### src/rtl/mem_xfer_pkg.sv
`default_nettype none
// +----------------------------------------------------------------------------+
// | Package  : mem_xfer_pkg                                                      |
// | Purpose  : Types and default widths shared by the memory-to-memory transfer  |
// |            path. This covers the A-side read sequencer, the B-side write     |
// |            counter and the memories.                                         |
// | Contents : DATA_W, ADDR_W default widths; state_t sequencer state encoding   |
// | Revision : 1.0 - initial release                                             |
// +----------------------------------------------------------------------------+
package mem_xfer_pkg;

  localparam int DATA_W = 8;
  localparam int ADDR_W = 2;

  typedef enum logic [2:0] {
    IDLE = 3'd0,
    READ = 3'd1,
    WAIT = 3'd2,
    HOLD = 3'd3,
    DONE = 3'd4
  } state_t;

endpackage : mem_xfer_pkg
`default_nettype wire

### src/rtl/mem_a_addr_ctr.sv
`default_nettype none
// +----------------------------------------------------------------------------+
// | Module   : mem_a_addr_ctr                                                    |
// | Purpose  : Memory A address counter. It has a synchronous clear, an          |
// |            increment enable and a terminal-count flag that marks the last   |
// |            word of a transfer. Its structure mirrors the B-side counter.     |
// | Ports    : clk      - rising-edge clock                                      |
// |            rst_n    - asynchronous active-low reset                          |
// |            i_clr    - synchronous clear to 0 (wins over i_inc)               |
// |            i_inc    - increment by one                                       |
// |            o_count  - current address                                        |
// |            o_tc     - high when o_count == DEPTH-1                           |
// | Revision : 1.0 - initial release                                             |
// +----------------------------------------------------------------------------+
module mem_a_addr_ctr #(
  parameter int ADDR_W = mem_xfer_pkg::ADDR_W,
  parameter int DEPTH  = 4
) (
  input  logic              clk,
  input  logic              rst_n,
  input  logic              i_clr,
  input  logic              i_inc,
  output logic [ADDR_W-1:0] o_count,
  output logic              o_tc
);

  localparam logic [ADDR_W-1:0] c_last = ADDR_W'(DEPTH - 1);

  logic [ADDR_W-1:0] r_count;

  always_ff @(posedge clk or negedge rst_n) begin
    if (!rst_n) begin
      r_count <= '0;
    end else if (i_clr) begin
      r_count <= '0;
    end else if (i_inc) begin
      r_count <= r_count + ADDR_W'(1);
    end
  end

  assign o_count = r_count;
  assign o_tc    = (r_count == c_last);

endmodule : mem_a_addr_ctr
`default_nettype wire

### src/rtl/mem_a_read_seq.sv
`default_nettype none
// +----------------------------------------------------------------------------+
// | Module   : mem_a_read_seq                                                    |
// | Purpose  : Read-side sequencer for the memory-to-memory transfer. On Start   |
// |            it reads memory A from address 0 to DEPTH-1 and presents each     |
// |            word on a valid/ready handshake to the B-side writer.             |
// | Ports    : clk, Reset_n (async active-low)                                   |
// |            Start, Abort        - control inputs                              |
// |            RdEnA, AddrA, DataA - memory A read port (1-cycle latency)        |
// |            DataOut, Valid, Ready - word stream to the B side                 |
// |            Busy, Done          - status (Done is a 1-cycle pulse)            |
// |            ParityOut           - even parity of DataOut (XFER_PARITY_EN)     |
// | Config   : XFER_PARITY_EN - adds the ParityOut output                        |
// | Revision : 1.0 - initial release                                             |
// +----------------------------------------------------------------------------+
module mem_a_read_seq #(
  parameter int DATA_W = mem_xfer_pkg::DATA_W,
  parameter int ADDR_W = mem_xfer_pkg::ADDR_W,
  parameter int DEPTH  = 4
) (
  input  logic              clk,
  input  logic              Reset_n,
  input  logic              Start,
  input  logic              Abort,
  output logic              RdEnA,
  output logic [ADDR_W-1:0] AddrA,
  input  logic [DATA_W-1:0] DataA,
  output logic [DATA_W-1:0] DataOut,
  output logic              Valid,
  input  logic              Ready,
  output logic              Busy,
`ifdef XFER_PARITY_EN
  output logic [0:0]        ParityOut,
`endif
  output logic              Done
);

  import mem_xfer_pkg::*;

  state_t            r_state;
  state_t            w_state_nxt;
  logic [DATA_W-1:0] r_data;
  logic              r_valid;
  logic              w_clr;
  logic              w_inc;
  logic              w_tc;
  logic              w_hs;

  // A handshake only exists while a word is actually on offer.
  assign w_hs = r_valid && Ready;

  // ---------------------------------------------------------------------------
  // State register
  // ---------------------------------------------------------------------------
  always_ff @(posedge clk or negedge Reset_n) begin
    if (!Reset_n) begin
      r_state <= IDLE;
    end else begin
      r_state <= w_state_nxt;
    end
  end

  // ---------------------------------------------------------------------------
  // Next-state and counter control
  // ---------------------------------------------------------------------------
  always_comb begin
    w_state_nxt = r_state;
    w_clr       = 1'b0;
    w_inc       = 1'b0;
    case (r_state)
      IDLE: begin
        if (Start) begin
          w_state_nxt = READ;
          w_clr       = 1'b1;
        end
      end
      READ: w_state_nxt = WAIT;
      WAIT: w_state_nxt = HOLD;
      HOLD: begin
        if (w_hs) begin
          if (w_tc) begin
            w_state_nxt = DONE;
          end else begin
            w_state_nxt = READ;
            w_inc       = 1'b1;
          end
        end
      end
      DONE:    w_state_nxt = IDLE;
      default: w_state_nxt = IDLE;
    endcase
    // Abort overrides everything, including a handshake in the same cycle and
    // a Start in IDLE. The address is left where it was.
    if (Abort) begin
      w_state_nxt = IDLE;
      w_clr       = 1'b0;
      w_inc       = 1'b0;
    end
  end

  // ---------------------------------------------------------------------------
  // Output word register: captured in WAIT, when memory A data has arrived.
  // Valid follows entry into / residence in HOLD, so it drops the cycle after
  // a handshake or an Abort.
  // ---------------------------------------------------------------------------
  always_ff @(posedge clk or negedge Reset_n) begin
    if (!Reset_n) begin
      r_data  <= '0;
      r_valid <= 1'b0;
    end else begin
      if (r_state == WAIT) begin
        r_data <= DataA;
      end
      r_valid <= (w_state_nxt == HOLD);
    end
  end

`ifdef XFER_PARITY_EN
  logic r_parity;

  always_ff @(posedge clk or negedge Reset_n) begin
    if (!Reset_n) begin
      r_parity <= 1'b0;
    end else if (r_state == WAIT) begin
      r_parity <= ^DataA;
    end
  end

  assign ParityOut = r_parity;
`endif

  mem_a_addr_ctr #(
    .ADDR_W (ADDR_W),
    .DEPTH  (DEPTH)
  ) u_addr_ctr (
    .clk     (clk),
    .rst_n   (Reset_n),
    .i_clr   (w_clr),
    .i_inc   (w_inc),
    .o_count (AddrA),
    .o_tc    (w_tc)
  );

  // Status strobes decode straight from the state register, so an
  // asynchronous reset clears them immediately.
  assign RdEnA   = (r_state == READ);
  assign Busy    = (r_state != IDLE);
  assign Done    = (r_state == DONE);
  assign DataOut = r_data;
  assign Valid   = r_valid;

endmodule : mem_a_read_seq
`default_nettype wire

### config.mk
export PLATFORM = sky130hd
export DESIGN_NAME = mem_a_read_seq
export DESIGN_NICKNAME = d
export VERILOG_FILES = /design/src/rtl/mem_xfer_pkg.sv /design/src/rtl/mem_a_addr_ctr.sv /design/src/rtl/mem_a_read_seq.sv
export SDC_FILE = /design/constraint.sdc
export NUM_CORES = 1
export LEC_CHECK = 0
export ABC_AREA = 1
export BUFFER_PORTS_ARGS = -buffer_cell sky130_fd_sc_hd__buf_2
export CORE_AREA = 3 3 46 48
export CTS_BUF_LIST = sky130_fd_sc_hd__clkbuf_8
export DETAILED_ROUTE_END_ITERATION = 8
export DIE_AREA = 0 0 49 51
export PLACE_DENSITY = 0.67
export SYNTH_ARGS = -nofsm -noshare
export SYNTH_HDL_FRONTEND = slang
export SYNTH_SLANG_ARGS = --single-unit
### constraint.sdc
create_clock -name clk -period 1 [get_ports clk]
set_clock_uncertainty 0.05 [all_clocks]
set_input_delay 0.05 -clock clk [delete_from_list [all_inputs] [get_ports clk]]
set_output_delay 0.05 -clock clk [all_outputs]
set_load 0.01 [all_outputs]
# Word level (Yosys, flattened, before mapping)
# Index checks and enable logic that the tools add are counted.
[classes]
mul = 0
eq_ne = 6
n_bitwise = 0
mux = 14
magnitude_cmp = 0
reduce_logical = 4
n_addsub = 1
div = 0
shift = 0
[ops]
columns = ["cell", "count"]
rows = [
  ["3-bit two-way mux", 4],
  ["3-bit one-hot mux with 4 select lines", 1],
  ["3-bit by 2-bit == test with 1-bit output (second input constant)", 3],
  ["1-bit two-way mux", 7],
  ["2-bit two-way mux", 2],
  ["3-bit by 1-bit == test with 1-bit output (second input constant)", 1],
  ["3-bit == test (second input constant)", 1],
  ["3-bit zero test", 1],
  ["3-bit nonzero test", 1],
  ["2-bit by 1-bit adder with 2-bit output (second input constant)", 1],
  ["2-bit == test (second input constant)", 1],
  ["2-bit nonzero test", 1],
  ["1-bit logical AND", 1],
]
[totals]
ff_bits = 14
inputBits = 13
word_cells = 29
n_memories = 0
latchBits = 0
rom_bits = 0
ram_bits = 0

# Depth between registers and ports, before layout
# Gate-level depths: netlist of run 1.
[depth]
word_depth = 7
ltp_mapped = 6

# Hierarchy
# Synthesis of run 1 repeated with hierarchy kept, for this count alone.
[hier_totals]
cells_unflattened = 77
area_unflattened_um2 = 659.4
[modules_own_cells]
columns = ["mod", "seq_area_each_um2", "area_per_inst_um2", "cells_per_inst", "instances"]
rows = [
  ["mem_a_read_seq", 300.3, 561.8, 65, 1],
  ["mem_a_addr_ctr", 50.0, 97.6, 12, 1],
]

# Worst setup path after synthesis of run 1
# Ideal clock, no wire load.
[synth_path]
path_kind = "flip-flop to flip-flop"
startpoint = "register u_addr_ctr.r_count[0] (netlist: u_addr_ctr.o_count[0])"
endpoint = "register u_addr_ctr.r_count[0] (netlist: u_addr_ctr.o_count[0])"
synth_period_minus_slack_ns = 1.183
t_arrival_ns = 1.062
n_path_buf = 0
path_stages_with_launch = 6
setup_slack_ns = -0.183
cell_sequence = "dfrtp_1 > ha_1 > nand3b_1 > nor2_1 > nor2_1 > nor2_1"
[synth_via]
elab_chain_cells = 6
word_cells_on_any_way = 9
cone_classes = "add/sub (1); eq/ne (1); mux (6); reduce/logical (1)"
[synth_rtl]
columns = ["element", "line", "text"]
rows = [
  ["from (decl)", "mem_a_addr_ctr.sv:29", "logic [ADDR_W-1:0] r_count;"],
  ["from (signal assigned)", "mem_a_addr_ctr.sv:37", "r_count <= r_count + ADDR_W'(1);"],
  ["2-bit == test", "mem_a_addr_ctr.sv:42", "assign o_tc = (r_count == c_last);"],
  ["1-bit two-way mux", "mem_a_read_seq.sv:81", "if (w_tc) begin"],
  ["1-bit two-way mux", "mem_a_read_seq.sv:80", "if (w_hs) begin"],
  ["1-bit two-way mux", "mem_a_read_seq.sv:70", "case (r_state)"],
  ["1-bit two-way mux", "mem_a_read_seq.sv:94", "if (Abort) begin"],
  ["2-bit nonzero test (no source line)", "n/a", ""],
]
# Parallel ways exist; a longest one is shown, timed or not. The select of a mux whose other input is x is not followed.
# A chain may end at the register's enable or synchronous reset.

# Final worst setup path of run 1
[layout_path]
startpoint = "register r_state[0]"
endpoint = "output port RdEnA"
[layout_via]
elab_chain_cells = 1
[layout_rtl]
columns = ["element", "line", "text"]
rows = [
  ["from (decl)", "mem_a_read_seq.sv:40", "state_t r_state;"],
  ["from (signal assigned)", "mem_a_read_seq.sv:59", "r_state <= w_state_nxt;"],
  ["3-bit by 1-bit == test with 1-bit output", "mem_a_read_seq.sv:146", "assign RdEnA = (r_state == READ);"],
  ["to (decl)", "mem_a_read_seq.sv:25", "output logic RdEnA,"],
]
# No other way between the ends.

==> results of run 1 <==
## power breakdown
part	total (mW)	switching, mW	internal (mW)
Clock	0.550	0.202	0.349
Combinational	0.627	0.342	0.285
Sequential	0.782	0.0767	0.705
Total	1.96	0.620	1.34
## state kept, by name, summed over array words and instances (netlist names)
name and flops:
Valid 1, r_state 3, DataOut 8, u_addr_ctr.o_count 2
## final cells by class
type,instances,area [sq um]
fillers,148,607
flip-flops and latches,14,353
multi-input cells,58,352
repair buffers,43,314
clock buffers,4,55.1
inverters,7,33.8
well taps,25,31.3
## synth_stat cells (2+ instances only)
library cell              number  area [sq um]
sky130_fd_sc_hd__nor3_1        2          10.0
sky130_fd_sc_hd__nor2_1        8          30.0
sky130_fd_sc_hd__nand2_4       2          22.5
sky130_fd_sc_hd__nand2_1      27           101
sky130_fd_sc_hd__inv_1         3          11.3
sky130_fd_sc_hd__nand3_1      11          55.1
sky130_fd_sc_hd__inv_2         4          15.0
sky130_fd_sc_hd__dfrtp_1      14           350
sky130_fd_sc_hd__nand3_2       2          20.0
## worst max-delay path, delay by kind of cell, from the launching register on
kind | cells | cell delay [ns]
buffers and inverters | 3 | 0.29
and+or+nand+nor | 1 | 0.14
DFF | 1 | 0.41
## per-stage QoR
stage | area (sq um) | TNS (ns) | cells | power [mW] | utilization
6_report | 1140 | -1.96 | 151 | 1.96 | 0.652
5_1_grt | 1140 | -2.97 | 151 | 2.08 | 0.652
4_1_cts | 1080 | -1.65 | 151 | 1.94 | 0.619
3_5_place_dp | 902 | -0.666 | 138 | 1.34 | 0.517
3_3_place_gp | 902 | -0.598 | 138 | 1.32 | 0.517
2_1_floorplan | 681 | -0.439 | 79 | 1.07 | -
## kinds of logic (layout without fill, tap and decap cells)
logic type | after synthesis | count (layout)
DFF | 14 | 14
buffers and inverters | 7 | 54
and+or+nand+nor | 57 | 57
adders and majority gates | 1 | 1
## metal layers
metal | up-vias | global-route usage | part of all wire
met4 | 0 | 0.0569 | 0.014
li1 | 348 | - | -
met5 | - | 0 | 0
met2 | 25 | 0.262 | 0.51
met3 | 5 | 0.0292 | 0.054
met1 | 316 | 0.183 | 0.43
## worst max-delay path by stage
stage / start / to / slack [ns] / depth (start not counted)
global route: r_state[0]$_DFF_PN0_ / RdEnA / -0.24 / 4
CTS: r_state[0]$_DFF_PN0_ / Busy / -0.19 / 3
detailed placement: r_state[2]$_DFF_PN0_ / u_addr_ctr.o_count[1]$_DFFE_PN0P_ / -0.13 / 6
floorplan: u_addr_ctr.o_count[0]$_DFFE_PN0P_ / Valid$_DFF_PN0_ / -0.12 / 6
finish: r_state[0]$_DFF_PN0_ / RdEnA / -0.18 / 4
global placement: u_addr_ctr.o_count[1]$_DFFE_PN0P_ / u_addr_ctr.o_count[0]$_DFFE_PN0P_ / -0.1 / 5
## repair_timing
action,4_1_cts,5_1_grt
hold buffers,7,0
pin swaps,6,3
endpoints found under the setup margin,19,19
setup buffers,2,0
hold endpoints to repair,20,0
resized for setup,9,16
==> run summary, run 1 <==
PLACEMENT
-------------------------------------------------------------------------------------------------
Hpwl dp ............................................................................      1130 um
Number of I/O port buffers .........................................................           26
Final Wtd Congestion ...............................................................        0.817
Placement-stage worst setup slack ..................................................    -0.134 ns

POWER
-------------------------------------------------------------------------------------------------
Leakage power total ................................................................     0.599 nW
Pwr Density ........................................................................ 1720 mW/mm^2
VDD IR max .........................................................................     0.892 mV

SYNTHESIS
-------------------------------------------------------------------------------------------------
Sequential area share after synthesis ..............................................        0.517
Mean area per synthesized cell .....................................................   8.58 sq um
Ys async rst share .................................................................         1.00
Xor and xnor area share after synthesis ............................................            0
Warnings from Yosys ................................................................            0
Area share of and/or/nand/nor cells after synthesis ................................        0.426
Largest family of logic cells by synthesized area .................................. simple AND/OR/NAND/NOR gates
Cells after synthesis ..............................................................           79
Area of the mapped netlist .........................................................    678 sq um
Synth Net Count ....................................................................           93
Post-synthesis adder-cell area fraction ............................................       0.0185
EDFF count, synth ..................................................................            0
Number of storage elements in the synthesis netlist ................................           14
Compound-Gate Fraction of Synth Area ...............................................            0
Multiplexer share of the synthesized area ..........................................            0
Number of distinct library cell variants in the gate-level netlist after synthesis .           15
Ys flop type ....................................................................... sky130_fd_sc_hd__dfrtp_1

CLOCK TREE
-------------------------------------------------------------------------------------------------
Max Root-Sink Buffers ..............................................................            2
Clock edge transition at the registers on the reported setup and hold paths ........      0.06 ns
TritonCTS clock tree ...............................................................          yes
Number of clock sinks seen by CTS ..................................................           14
Root buffer selected by CTS ........................................................ sky130_fd_sc_hd__clkbuf_8
Number of buffers created by CTS ...................................................            3
Count of H-tree levels built during CTS ............................................            1
Clock latency on the worst-skew pair ...............................................      0.24 ns

STA
-------------------------------------------------------------------------------------------------
Tightest Pin Transition ............................................................     0.315 ns
Final setup viols ..................................................................           16
Setup repair after global routing missed its margin ................................         true
Maximum operating frequency ........................................................      846 MHz
Fraction of the cycle the final worst path needs ...................................         1.18
Post-Route Hold Slack ..............................................................   0.00178 ns
Number of hold violations in the final report ......................................            0
Post-layout worst setup margin .....................................................    -0.182 ns
Time the final worst path needs with I/O delays and setup ..........................      1.18 ns
Worst relative slew slack ..........................................................        0.790
Number of max-slew violations in the final report ..................................            0

JOB
-------------------------------------------------------------------------------------------------
Total of max-cap violations ........................................................            0

CRITICAL PATH
-------------------------------------------------------------------------------------------------
Cell-by-cell trace of the critical path ............................................ buf_6, inv_4, nor3_4, buf_2
Kind of capture point of the worst setup path ......................................   output pin
Required time of the worst setup path ..............................................      0.90 ns
R2R Setup Slk ......................................................................     -0.15 ns
Worst stage delay on the critical path .............................................      0.41 ns
Crit path arrival time .............................................................      1.08 ns
Endpoint of the lowest-slack register-to-register path ............................. Valid$_DFF_PN0_
FF-to-FF path depth ................................................................            7
Worst reg2reg path startpoint ...................................................... r_state[1]$_DFF_PN0_
Top fanout value on the critical path ..............................................            4
Launching element type of the critical path ........................................     register
Highest-delay cell along the critical path ......................................... sky130_fd_sc_hd__dfrtp_2
Kind of critical path .............................................................. register to output pin

GLOBAL ROUTE
-------------------------------------------------------------------------------------------------
Global routing usage summed across all routing layers ..............................        0.150
First-pass GRT wire length .........................................................      2900 um
Pin count of the biggest net entering global routing ...............................           15
Via count of the first global-routing pass .........................................          658
Antenna violations before repair ...................................................            0
GRT Residual Overflow ..............................................................            0

CELLS AND AREA
-------------------------------------------------------------------------------------------------
Diode count ........................................................................            0
Most common library cell in the layout ignoring fill and taps ...................... sky130_fd_sc_hd__nand2_1
# nets final .......................................................................          141
Leading cell types in the layout, fill and taps excluded ........................... sky130_fd_sc_hd__nand2_1, sky130_fd_sc_hd__buf_2, sky130_fd_sc_hd__dfrtp_1, sky130_fd_sc_hd__nand3_1, sky130_fd_sc_hd__buf_6
Ratio of cells with drive above 1 in the final layout ..............................        0.492
Area grow syn2layout ...............................................................        67.9%

DIE
-------------------------------------------------------------------------------------------------
Die area ........................................................................... 0.00250 sq mm
Initial standard-cell utilization of the core ......................................        0.389
Std-Cell Core Area ................................................................. 0.00175 sq mm
Row Count ..........................................................................           15
Num ports ..........................................................................           27
Width of the chip ..................................................................        49 um
Die height .........................................................................        51 um

WORST HOLD PATH
-------------------------------------------------------------------------------------------------
Worst hold path endpoint ........................................................... DataOut[7]$_DFFE_PN0N_
Worst min-delay path class ......................................................... primary input to register
Min-Delay Path Depth ...............................................................            3
Startpoint of the lowest-slack hold path ...........................................     DataA[7]

ROUTING
-------------------------------------------------------------------------------------------------
First-pass detailed-route iteration total ..........................................            4
Post-detailed-route wirelength per cell ............................................      11.7 um
Count of nets left with antenna violations after detail routing ....................            0
Iteration-0 DRC count of the detailed router .......................................            7
Via count ..........................................................................          694
Total DRC errors in the routed layout ..............................................            0
Via density per instance ...........................................................         4.60
Wirelength, routed .................................................................      1770 um

OUTCOME
-------------------------------------------------------------------------------------------------
Result of the run .................................................................. finished, violations left
Violations in the final reports .................................................... setup timing

Note: power is estimated with default switching activity, not from simulation.
==> run 2, diff against run 1 <==
Settings changed: MAX_ROUTING_LAYER set to met4.
==> run 2 against run 1 <==
  * The flow still finishes with violations (setup timing)
  * Worst setup slack about the same
  * Fmax about the same
  * Sequential power about the same
  * Cell count unchanged
  * Sequential share of layout area unchanged
  * Core utilization unchanged
  * Power about the same
  * Critical endpoint unchanged
  * Largest cell class unchanged
==> run summary, run 2 (same netlist as run 1, synthesis figures left out) <==
OUTCOME
------------------------------------------------------------------------------------------
Result of the run ........................................................... finished, violations left
Violations in the final reports ............................................. setup timing

DIE
------------------------------------------------------------------------------------------
Die area .................................................................... 0.00250 sq mm   unchanged
Initial standard-cell utilization of the core ...............................        0.389   unchanged
Num ports ...................................................................           27   unchanged
Die height ..................................................................        51 um   unchanged
Width of the chip ...........................................................        49 um   unchanged
Row Count ...................................................................           15   unchanged
Std-Cell Core Area .......................................................... 0.00175 sq mm   unchanged

CLOCK TREE
------------------------------------------------------------------------------------------
TritonCTS clock tree ........................................................          yes
Clock edge transition at the registers on the reported setup and hold paths .      0.06 ns   about the same
Clock latency on the worst-skew pair ........................................      0.24 ns   about the same
Number of clock sinks seen by CTS ...........................................           14   unchanged
Number of buffers created by CTS ............................................            3   unchanged
Count of H-tree levels built during CTS .....................................            1   unchanged
Max Root-Sink Buffers .......................................................            2   unchanged
Root buffer selected by CTS ................................................. sky130_fd_sc_hd__clkbuf_8

GLOBAL ROUTE
------------------------------------------------------------------------------------------
GRT Residual Overflow .......................................................            0   unchanged
Via count of the first global-routing pass ..................................          657   -0.15%
Antenna violations before repair ............................................            0   unchanged
Pin count of the biggest net entering global routing ........................           15   unchanged
Global routing usage summed across all routing layers .......................        0.154   +0.00410
First-pass GRT wire length ..................................................      2900 um   unchanged

CRITICAL PATH
------------------------------------------------------------------------------------------
Crit path arrival time ......................................................      1.08 ns   about the same
Worst setup path startpoint ................................................. r_state[0]$_DFF_PN0_
Cell-by-cell trace of the critical path ..................................... buf_6, inv_4, nor3_4, buf_2
Kind of critical path ....................................................... register to output pin
Highest-delay cell along the critical path .................................. sky130_fd_sc_hd__dfrtp_2
Crit path buf inv count .....................................................            3   unchanged
Kind of capture point of the worst setup path ...............................   output pin
Worst reg2reg path startpoint ............................................... r_state[1]$_DFF_PN0_
Worst stage delay on the critical path ......................................      0.41 ns   about the same
Family with the most delay on the worst path ................................   flip-flops
Required time of the worst setup path .......................................      0.90 ns   about the same
Top fanout value on the critical path .......................................            4   unchanged
Launching element type of the critical path .................................     register

JOB
------------------------------------------------------------------------------------------
Total of max-cap violations .................................................            0   unchanged

STA
------------------------------------------------------------------------------------------
Post-Route Hold Slack .......................................................   0.00177 ns   -0.00000710 ns
Post-layout worst setup margin ..............................................    -0.182 ns   +0.0000780 ns
Time the final worst path needs with I/O delays and setup ...................      1.18 ns   -0.0000780 ns
Tightest Pin Transition .....................................................     0.314 ns   -0.000802 ns
Number of hold violations in the final report ...............................            0   unchanged
Worst relative slew slack ...................................................        0.791   about the same
Number of max-slew violations in the final report ...........................            0   unchanged
Fraction of the cycle the final worst path needs ............................         1.18   about the same
Final setup viols ...........................................................           16   unchanged
Maximum operating frequency .................................................      846 MHz   about the same
Total negative setup slack ..................................................     -1.97 ns   -0.00937 ns
Setup repair after global routing missed its margin .........................         true

ROUTING
------------------------------------------------------------------------------------------
Via density per instance ....................................................         4.64   +0.86%
Total DRC errors in the routed layout .......................................            0   unchanged
First-pass detailed-route iteration total ...................................            4   unchanged
Count of nets left with antenna violations after detail routing .............            0   unchanged
Wirelength, routed ..........................................................      1770 um   +0.23%
Iteration-0 DRC count of the detailed router ................................            7   unchanged
Post-detailed-route wirelength per cell .....................................      11.7 um   +0.23%
Via count ...................................................................          700   +0.86%

POWER
------------------------------------------------------------------------------------------
Leakage power total .........................................................     0.599 nW   unchanged
VDD IR max ..................................................................     0.892 mV   about the same
Pwr Density ................................................................. 1720 mW/mm^2   about the same

PLACEMENT
------------------------------------------------------------------------------------------
Hpwl dp .....................................................................      1130 um   unchanged
Final Wtd Congestion ........................................................        0.829   +1.5%
Number of I/O port buffers ..................................................           26   unchanged
Placement-stage worst setup slack ...........................................    -0.134 ns   unchanged

CELLS AND AREA
------------------------------------------------------------------------------------------
Storage element area ........................................................    353 sq um   unchanged
Multi-input combinational cell area .........................................    352 sq um   unchanged
Diode count .................................................................            0   unchanged
Number of flip-flops in the largest register ................................            8   unchanged
Ratio of cells with drive above 1 in the final layout .......................        0.492   unchanged
Leading cell types in the layout, fill and taps excluded .................... sky130_fd_sc_hd__nand2_1, sky130_fd_sc_hd__buf_2, sky130_fd_sc_hd__dfrtp_1, sky130_fd_sc_hd__nand3_1, sky130_fd_sc_hd__buf_6
Most common library cell in the layout ignoring fill and taps ............... sky130_fd_sc_hd__nand2_1
Count of fill cells added during filler insertion ...........................          148   unchanged
Area grow syn2layout ........................................................        67.9%   unchanged
# nets final ................................................................          141   unchanged
Final Util ..................................................................        0.652   unchanged

WORST HOLD PATH
------------------------------------------------------------------------------------------
Startpoint of the lowest-slack hold path ....................................     DataA[7]
Worst min-delay path class .................................................. primary input to register

run 2: where the power goes:
part           leakage (nW)  switching, mW  total (mW)  internal (mW)
Combinational         0.393          0.342       0.628          0.285
Sequential            0.177         0.0767       0.782          0.705
Clock                0.0288          0.203       0.551          0.349
run 2: metal layers:
metal  vias up  part of all wire  GRT usage
met2        25              0.50      0.262
met5         -                 0          -
li1        348                 -          -
met3         5             0.054     0.0262
met4         0             0.013     0.0569
met1       322              0.43      0.185
run 2: final cells by class:
| class | instances | share of cell area |
|---|---|---|
| inverters | 7 | 0.0297 |
| multi-input cells | 58 | 0.309 |
| well taps | 25 | 0.0275 |
| clock buffers | 4 | 0.0484 |
| repair buffers | 43 | 0.276 |
| flip-flops and latches | 14 | 0.310 |
run 2: repair_timing:
item / in CTS / in global routing
gates resized for setup: 9 / 16
hold buffers: 7 / 0
setup buffers: 2 / 0
pin swaps: 6 / 3
setup endpoints to repair: 19 / 19
hold endpoints to repair: 20 / 0
gates cloned: 0 / 0
run 2: path summary, 6_finish.rpt:
path                                           to  cells past startpoint  slack [ns]
max in group asynchronous    r_state[0]$_DFF_PN0_                      2        0.45
min reg2reg                DataOut[2]$_DFFE_PN0N_                      2        0.42
max                                         RdEnA                      4       -0.18
min                        DataOut[7]$_DFFE_PN0N_                      3       0.002
max reg2reg                       Valid$_DFF_PN0_                      7       -0.15
min in group asynchronous  DataOut[7]$_DFFE_PN0N_                      2        0.19
run 2: tightest hold or removal path: stages:
cell and delay, ns:
sky130_fd_sc_hd__buf_2 0.08, sky130_fd_sc_hd__nand3_1 0.07, sky130_fd_sc_hd__nand2_1 0.07
run 2: metrics by stage:
step | cells | power (mW) | instance area (sq um)
3_3_place_gp | 138 | 1.32 | 902
6_report | 151 | 1.96 | 1140
4_1_cts | 151 | 1.94 | 1080
3_5_place_dp | 138 | 1.34 | 902
5_1_grt | 151 | 2.08 | 1140
2_1_floorplan | 79 | 1.07 | 681
==> run 3, diff against run 2 <==
Settings changed: HOLD_SLACK_MARGIN set to 0.12, PLACE_DENSITY 0.67 to 0.76.
==> run 3 against run 2 <==
  * The flow still finishes with violations (setup timing)
  * Critical path depth unchanged
  * Largest cell class is now buffers
  * Clock-buffer cell count unchanged
  * Global-route usage increased by 1.7 points
  * Critical endpoint is now Busy
  * Sequential power increased by 0.5%
  * Non-clock buffer count increased by 7
  * Clock power decreased by 3%
==> run summary, run 3 (same netlist as run 1, synthesis figures left out) <==
OUTCOME
------------------------------------------------------------------------------------------
Result of the run ........................................................... finished, violations left
Violations in the final reports ............................................. setup timing

POWER
------------------------------------------------------------------------------------------
Part of the power in combinational logic ....................................        0.353   +0.033
Pwr Total ...................................................................      2.04 mW   +4.2%
Net switching power of the design ...........................................       645 uW   +3.7%
Internal power consumption ..................................................      1.40 mW   +4.5%
Switching portion of total power ............................................        0.315   -0.00155
VDD IR max ..................................................................     0.764 mV   -14%
Leakage power total .........................................................     0.639 nW   +6.7%
Clk pwr share ...............................................................        0.263   -0.018
Pwr Density ................................................................. 1640 mW/mm^2   -4.7%
Register share of total power ...............................................        0.384   -0.015

CELLS AND AREA
------------------------------------------------------------------------------------------
Number of flip-flops in the largest register ................................            8   unchanged
Ratio of cells with drive above 1 in the final layout .......................        0.545   +0.0527
Leading cell types in the layout, fill and taps excluded .................... sky130_fd_sc_hd__nand2_1, sky130_fd_sc_hd__buf_2, sky130_fd_sc_hd__dfrtp_1, sky130_fd_sc_hd__dlygate4sd3_1, sky130_fd_sc_hd__buf_6
Final Util ..................................................................        0.713   +0.0609
Area grow syn2layout ........................................................        83.6%
# nets final ................................................................          149   +5.7%
Diode count .................................................................            0   unchanged

DIE
------------------------------------------------------------------------------------------
Std-Cell Core Area .......................................................... 0.00175 sq mm   unchanged
Die area .................................................................... 0.00250 sq mm   unchanged
Width of the chip ...........................................................        49 um   unchanged
Initial standard-cell utilization of the core ...............................        0.389   unchanged
Die height ..................................................................        51 um   unchanged
Row Count ...................................................................           15   unchanged
Num ports ...................................................................           27   unchanged

CRITICAL PATH
------------------------------------------------------------------------------------------
Highest-delay cell along the critical path .................................. sky130_fd_sc_hd__dfrtp_2
Worst stage delay on the critical path ......................................      0.45 ns   +0.04 ns
Crit path arrival time ......................................................      1.10 ns   +0.02 ns
Kind of capture point of the worst setup path ...............................   output pin
Cell-by-cell trace of the critical path ..................................... nor2_4, buf_6, nand2_1, buf_2
Launching element type of the critical path .................................     register
FF-to-FF path depth .........................................................            5   -2
Required time of the worst setup path .......................................      0.90 ns   about the same
Top fanout value on the critical path .......................................            4   unchanged
Kind of critical path ....................................................... register to output pin

ROUTING
------------------------------------------------------------------------------------------
Via density per instance ....................................................         4.52   -2.6%
First-pass detailed-route iteration total ...................................            3   -1
Via count ...................................................................          718   +2.6%
Count of nets left with antenna violations after detail routing .............            0   unchanged
Post-detailed-route wirelength per cell .....................................      12.3 um   +4.6%
Wirelength, routed ..........................................................      1950 um   +10%
Iteration-0 DRC count of the detailed router ................................            7   unchanged
Total DRC errors in the routed layout .......................................            0   unchanged

CLOCK TREE
------------------------------------------------------------------------------------------
Number of buffers created by CTS ............................................            3   unchanged
Root buffer selected by CTS ................................................. sky130_fd_sc_hd__clkbuf_8
Max Root-Sink Buffers .......................................................            2   unchanged
Clock latency on the worst-skew pair ........................................      0.24 ns   about the same
Number of hold-repair buffers added at the cts stage ........................           11   +4
TritonCTS clock tree ........................................................          yes
Number of clock sinks seen by CTS ...........................................           14   unchanged
Clock edge transition at the registers on the reported setup and hold paths .      0.06 ns   about the same
Count of H-tree levels built during CTS .....................................            1   unchanged

PLACEMENT
------------------------------------------------------------------------------------------
Placement-stage worst setup slack ...........................................    -0.102 ns   +0.0323 ns
Number of I/O port buffers ..................................................           26   unchanged
Final Wtd Congestion ........................................................        0.773   -6.8%
Hpwl dp .....................................................................      1160 um   +2.3%

STA
------------------------------------------------------------------------------------------
Post-layout worst setup margin ..............................................    -0.201 ns   -0.0198 ns
Maximum operating frequency .................................................      832 MHz   -1.6%
Number of hold violations in the final report ...............................            0   unchanged
Setup repair after global routing missed its margin .........................         true
Worst relative slew slack ...................................................        0.794   +0.00349
Post-Route Hold Slack .......................................................    0.0663 ns   +0.0646 ns
Time the final worst path needs with I/O delays and setup ...................      1.20 ns   +0.0198 ns
Number of max-slew violations in the final report ...........................            0   unchanged
Tightest Pin Transition .....................................................     0.309 ns   -0.00524 ns
Fraction of the cycle the final worst path needs ............................         1.20   +0.0198
Final setup viols ...........................................................           17   +1

WORST HOLD PATH
------------------------------------------------------------------------------------------
Min-Delay Path Depth ........................................................            4   +1
Worst min-delay path class .................................................. primary input to register

GLOBAL ROUTE
------------------------------------------------------------------------------------------
First-pass GRT wire length ..................................................      3170 um   +9.5%
Via count of the first global-routing pass ..................................          745   +13%
Pin count of the biggest net entering global routing ........................           15   unchanged
GRT Residual Overflow .......................................................            0   unchanged
Global routing usage summed across all routing layers .......................        0.172   +0.0174
Antenna violations before repair ............................................            0   unchanged

JOB
------------------------------------------------------------------------------------------
Total of max-cap violations .................................................            0   unchanged

## run 3: metrics by stage
stage / setup TNS [ns] / area [sq um] / std cells
2_1_floorplan: -0.439 / 681 / 79
3_3_place_gp: -0.414 / 895 / 137
3_5_place_dp: -0.704 / 895 / 137
4_1_cts: -2.10 / 1170 / 158
5_1_grt: -3.25 / 1240 / 159
6_report: -2.41 / 1240 / 159
## run 3: cell type report
cell class,count,area [sq um]
Tap cell,25,31.3
Inverter,7,31.3
Fill cell,125,500
Timing Repair Buffer,50,400
Sequential cell,14,354
Clock buffer,4,55.1
Multi-Input combinational cell,59,373
## run 3: worst max-delay path: cells and delay by family, from the launching register on
kind,cells,cell delay [ns]
simple gates,2,0.17
flops,1,0.45
buf+inv,2,0.23
## run 3: metal layers
layer,GRT usage,part of all wire,vias up
met4,0.0427,0,0
met2,0.326,0.53,21
met1,0.183,0.42,333
met5,-,0,-
met3,0.0350,0.042,0
li1,-,-,364
## run 3: power groups by stage
stage / Clock, mW / Sequential, mW / Combinational [mW]
after floorplan: 0 / 0.853 / 0.218
after global placement: 0 / 0.782 / 0.534
after detailed placement: 0 / 0.784 / 0.549
after CTS: 0.560 / 0.777 / 0.661
after global routing: 0.582 / 0.809 / 0.796
final: 0.537 / 0.786 / 0.721
## run 3: path summary, 6_finish.rpt
kind                                                     end  slack [ns]              startpoint
max                                                     Busy       -0.20    r_state[1]$_DFF_PN0_
min                                     r_state[2]$_DFF_PN0_        0.07                   Abort
max reg2reg                u_addr_ctr.o_count[1]$_DFFE_PN0P_       -0.16    r_state[1]$_DFF_PN0_
min reg2reg                           DataOut[0]$_DFFE_PN0N_        0.42  DataOut[0]$_DFFE_PN0N_
max in group asynchronous               r_state[1]$_DFF_PN0_        0.46                 Reset_n
min in group asynchronous             DataOut[3]$_DFFE_PN0N_        0.19                 Reset_n
## run 3: what timing repair did
| action | 4_1_cts | 5_1_grt |
|---|---|---|
| gates cloned | 1 | 0 |
| setup buffers | 5 | 3 |
| endpoints found under the setup margin | 18 | 19 |
| gates resized for setup | 17 | 17 |
| pin swaps | 6 | 2 |
| endpoints found under the hold margin | 25 | 1 |
